<file path="src/rtl/instr_fetch_ctrl.sv">
// ----------------------------------------------------------------------------
// instr_fetch_ctrl
//   Fetch sequencer for the instruction ROM. Owns the fetch PC (fpc) and
//   presents it directly as the ROM read address. Captures the combinational
//   ROM data into a small FIFO and hands {pc, instr} pairs to decode over a
//   valid/ready handshake. Execute can redirect fetch at any time. A redirect
//   flushes the FIFO. Fetch stops on a misaligned redirect target, or when fpc
//   runs past the end of the ROM.
//
// Ports
//   clk            in   1   clock, rising edge
//   reset          in   1   synchronous, active-high
//   fetch_en       in   1   1 = fetch allowed; 0 = hold fpc, FIFO still drains
//   instr_raddr    out  32  ROM byte address (= fpc)
//   instr_code     in   32  ROM data for instr_raddr, same cycle
//   redirect_valid in   1   flush and restart at redirect_pc
//   redirect_pc    in   32  redirect target byte address
//   out_valid      out  1   FIFO head valid
//   out_ready      in   1   decode accepts head
//   out_pc         out  32  head PC (0 when not valid)
//   out_instr      out  32  head instruction (0 when not valid)
//   misalign_err   out  1   sticky: last redirect target was misaligned
//   oob            out  1   sticky: fpc ran past the end of the ROM
// ----------------------------------------------------------------------------
module instr_fetch_ctrl #(
    parameter logic [31:0] RESET_PC  = 32'h0000_0000,
    parameter int          ROM_WORDS = 32,
    parameter int          BUF_DEPTH = 2
) (
    input  logic        clk,
    input  logic        reset,
    input  logic        fetch_en,
    output logic [31:0] instr_raddr,
    input  logic [31:0] instr_code,
    input  logic        redirect_valid,
    input  logic [31:0] redirect_pc,
    output logic        out_valid,
    input  logic        out_ready,
    output logic [31:0] out_pc,
    output logic [31:0] out_instr,
    output logic        misalign_err,
    output logic        oob
);

    localparam int PTR_W = (BUF_DEPTH > 1) ? $clog2(BUF_DEPTH) : 1;
    localparam int CNT_W = $clog2(BUF_DEPTH + 1);

    localparam logic [31:0]      ROM_END = 32'(ROM_WORDS * 4);
    localparam logic [CNT_W-1:0] DEPTH_C = CNT_W'(BUF_DEPTH);

    localparam logic [1:0] S_RUN      = 2'd0;
    localparam logic [1:0] S_OOB      = 2'd1;
    localparam logic [1:0] S_MISALIGN = 2'd2;

    logic [1:0]       state;
    logic [31:0]      fpc;
    logic [PTR_W-1:0] wr_ptr;
    logic [PTR_W-1:0] rd_ptr;
    logic [CNT_W-1:0] count;

    logic [31:0] buf_pc    [BUF_DEPTH];
    logic [31:0] buf_instr [BUF_DEPTH];

    logic in_rom;
    logic push;
    logic pop;

    assign in_rom      = (fpc < ROM_END);
    assign instr_raddr = fpc;

    // Full is judged on the pre-pop count, so a same-cycle pop never frees a
    // slot for a push. A redirect cycle never pushes: the ROM data belongs to
    // the path being abandoned.
    assign push = (state == S_RUN) && fetch_en && !redirect_valid &&
                  (count < DEPTH_C) && in_rom;
    assign pop  = out_valid && out_ready;

    assign out_valid = (count != '0);
    assign out_pc    = out_valid ? buf_pc[rd_ptr]    : 32'h0;
    assign out_instr = out_valid ? buf_instr[rd_ptr] : 32'h0;

    // Control state: PC, pointers, occupancy, FSM and sticky flags.
    always_ff @(posedge clk) begin
        if (reset) begin
            fpc          <= RESET_PC;
            wr_ptr       <= '0;
            rd_ptr       <= '0;
            count        <= '0;
            state        <= S_RUN;
            misalign_err <= 1'b0;
            oob          <= 1'b0;
        end else if (redirect_valid) begin
            // Flush discards everything, including an entry popped this cycle.
            fpc    <= redirect_pc;
            wr_ptr <= '0;
            rd_ptr <= '0;
            count  <= '0;
            if (redirect_pc[1:0] != 2'b00) begin
                state        <= S_MISALIGN;
                misalign_err <= 1'b1;
            end else begin
                state        <= S_RUN;
                misalign_err <= 1'b0;
                oob          <= 1'b0;
            end
        end else begin
            if ((state == S_RUN) && !in_rom) begin
                state <= S_OOB;
                oob   <= 1'b1;
            end
            if (push) begin
                fpc    <= fpc + 32'd4;
                wr_ptr <= wr_ptr + PTR_W'(1);
            end
            if (pop) begin
                rd_ptr <= rd_ptr + PTR_W'(1);
            end
            case ({push, pop})
                2'b10:   count <= count + CNT_W'(1);
                2'b01:   count <= count - CNT_W'(1);
                default: count <= count;
            endcase
        end
    end

    // FIFO storage: written only on push, never reset; occupancy gates the
    // outputs so stale contents are never visible.
    always_ff @(posedge clk) begin
        if (push) begin
            buf_pc[wr_ptr]    <= fpc;
            buf_instr[wr_ptr] <= instr_code;
        end
    end

endmodule
</file>
<file path="config.mk">
export PLATFORM = sky130hd
export DESIGN_NAME = instr_fetch_ctrl
export DESIGN_NICKNAME = d
export VERILOG_FILES = /design/src/rtl/instr_fetch_ctrl.sv
export SDC_FILE = /design/constraint.sdc
export NUM_CORES = 1
export LEC_CHECK = 0
export ABC_CLOCK_PERIOD_IN_PS = 5150
export BUFFER_PORTS_ARGS = -buffer_cell sky130_fd_sc_hd__buf_2
export CAP_MARGIN = 20
export CORE_MARGIN = 2
export CORE_UTILIZATION = 48
export CTS_CLUSTER_SIZE = 28
export DETAILED_ROUTE_END_ITERATION = 7
export PLACE_DENSITY = 0.73
export SETUP_SLACK_MARGIN = 0.3
export SLEW_MARGIN = 20
export SYNTH_ARGS = -nofsm -noshare
export SYNTH_HDL_FRONTEND = slang
export SYNTH_SLANG_ARGS = --single-unit
</file>
<file path="constraint.sdc">
create_clock -name clk -period 5.15 [get_ports clk]
set_input_delay 1.03 -clock clk [delete_from_list [all_inputs] [get_ports clk]]
set_output_delay 1.03 -clock clk [all_outputs]
set_load 0.05 [all_outputs]
</file>
==> impl_metrics.ini <==
[run_status]
status = completed

[floorplanning]
core_sq_mm = 0.0133
rows = 42
fp.dieW_um = 121
chipHeight_um = 121
dieArea_sq_mm = 0.0146
start_util = 0.493
boundaryPins = 168

[global_route]
gr-usage-all-layers = 0.186
grt_remaining_overflow = 0
grt_max_degree = 65
antenna_found_initial = 0
grt_pass1_wl_mm = 20.6
grt_pass1_vias = 4027

[yosys]
yosys.area_share.adder = 0.00382
async_reset_ff_frac = 0
syn_nets = 531
synthTopCellsByArea = edfxtp_1, mux2i_1, dfxtp_1
syn-instance-count = 460
synth_edf_count = 128
muxShareOfSynthArea = 0.139
synth-compound-area-share = 0.0208
syn_area_per_cell_sq_um = 14.3
yosysTopAreaCell = edfxtp_1
ys_types = 39
netlist.area_leader.share = 0.586
synth_seq_cells = 169
synthSimpleGateAreaFrac = 0.101
synthTopCellsByCount = edfxtp_1, nor2_1, mux2i_1, dfxtp_1
syn_area_sq_mm = 0.00656
yosys_warnings = 0
yosysMostFrequentCell = edfxtp_1
ys_seq_area_frac = 0.711
yosys.area_share.xor_xnor = 0.00401
synth_ff_type = edfxtp_1
synth_top_family_by_area = multiplexers

[setup_path]
worstPathMaxFanout = 37
r2r_setup_slack_ns = 2.26
reg2reg_to = buf_pc[0][16]
end_kind = primary output
critPathArrivalTime_ns = 2.29
criticalPathCategory = flop to primary output
worst-r2r-cell-count = 5
max_stage_delay_ns = 0.74
cp-start-kind = flop
path_cells = nor2_4 -> buf_4 -> nor2_1 -> buf_2
critPathSlowestCell = nor2_4
crit_required_ns = 4.12
r2r_start = instr_raddr[10]

[cts]
cts_setup_buffers = 0
cts.clk_slew.worst_paths_ns = 0.07
htree_levels = 4
numCtsBuffers = 17
cts_tree = yes
cts_sinks = 169
clkLatencyLatePin_ns = 0.42
root_buffer = clkbuf_16
clk_path_buf_depth = 2
cts_hold_buf = 0
cts_resized = 0

[min_path]
hold_depth = 2
hp-class = flop to flop
holdCritStartpoint = oob
min_to = oob

[drt]
drc = 0
drt-initial-drc-count = 222
vias_per_cell = 5.16
drt_pass1_iterations = 5
wl_per_cell_um = 16.2
vias = 4208
ant_nets = 0
routed_wl_mm = 13.2

[sta]
tightestPinTransition_ns = 1.05
final_hold_viol_count = 0
rsz0062_at_grt = no
fin_crit_ns = 3.32
setup_viol = 0
max-slew-margin-rel = 0.301
fmax_mhz = 301
worst_clock_skew_ns = 0.0140
drv_slew = 0
finalSetupTns_ns = 0
post-route-period-util = 0.645

[placed_design]
placedInstanceArea_sq_mm = 0.00756
portBuffers = 167
gp_congestion = 0.827
hpwlAfterDp_mm = 8.85

[power]
power.density_mw_per_mm2 = 356
power.leakage_nw = 3.17
ir_drop_uv = 185

[layout]
regArea_sq_mm = 0.00467
final.fill_count = 1041
syn2layout_area_growth_pct = 24.5
nNetsFinal = 698
finalInstanceArea_sq_mm = 0.00816
drive_gt1_frac = 0.331
diodes = 0
multi_input_area_sq_mm = 0.00177

[flow_run]
max_cap_viol_count = 0
[cell families after synthesis]
group | count (synthesis)
AO/OA/AOI/OAI | 22
XOR/XNOR | 3
AND/OR/NAND/NOR | 143
multiplexers | 91
adder cells (fa/ha/maj) | 2
flip-flops | 169
buffers and inverters | 30
[how the worst max path moves through the flow]
stage	slack (ns)	start	cells after the start	to
after global routing	1.66	count[1]	4	out_pc[13]
after global placement	1.83	redirect_valid	5	buf_instr[1][3]
after detailed placement	1.76	redirect_valid	5	buf_pc[0][24]
after CTS	1.77	count[1]	4	out_instr[11]
after floorplan	1.25	fetch_en	4	buf_instr[1][0]
final	1.83	count[1]	4	out_instr[25]
[critical path, delay by kind of cell, from the launching register on]
| kind | cells | cell delay [ns] |
|---|---|---|
| DFF | 1 | 0.37 |
| and+or+nand+nor | 2 | 0.84 |
| buffers and inverters | 2 | 0.64 |
[state kept, by name, summed over array words and instances, names as in the netlist, named ones only]
register	count
buf_instr	64
oob	1
buf_pc	64
state	2
instr_raddr	32
wr_ptr	1
count	2
rd_ptr	1
misalign_err	1
[power by group]
group	switching (mW)	internal, mW
logic	0.118	0.0553
registers	0.0258	1.48
clock network	0.540	0.685
total	0.684	2.22
[per-layer routing]
metal	wire length [um]	share of wire	GRT usage	vias to the layer above
met5	0	0	0	-
met4	109	0.0083	0.0531	0
met3	838	0.063	0.0489	9
met2	6420	0.49	0.303	160
met1	5830	0.44	0.246	2006
li1	-	-	-	2033
[layout make-up]
type / instances / area share
clock buffers: 17 / 0.0521
clock inverters: 15 / 0.0190
inverters: 6 / 0.00276
multi-input cells: 261 / 0.217
flip-flops and latches: 169 / 0.572
well taps: 176 / 0.0270
repair buffers: 172 / 0.110
[per-stage QoR]
step                power, mW  worst slack (ns)  hold WS [ns]  std cells  utilization
floorplan                1.65              1.25         0.454        460            -
global placement         1.71              1.83         0.454        783        0.569
detailed placement       1.71              1.76         0.467        783        0.569
CTS                      2.94              1.77         0.481        815        0.612
global route             3.01              1.66         0.509        816        0.614
finish                   2.91              1.83         0.481        816        0.614
[cells in the final DEF, fill, tap and decap left out, types with 5 or more instances in the layout]
cell       instances
a21oi_1            6
o21ai_0            6
nand4_1            7
mux2i_1           91
dfxtp_1           40
nor3_1             5
edfxtp_1         128
inv_6              6
nor2_1           100
buf_2            167
clkbuf_16         17
nor4_1             6
inv_1              5
nand3_1            5
Power figures use the tool's default switching activity.
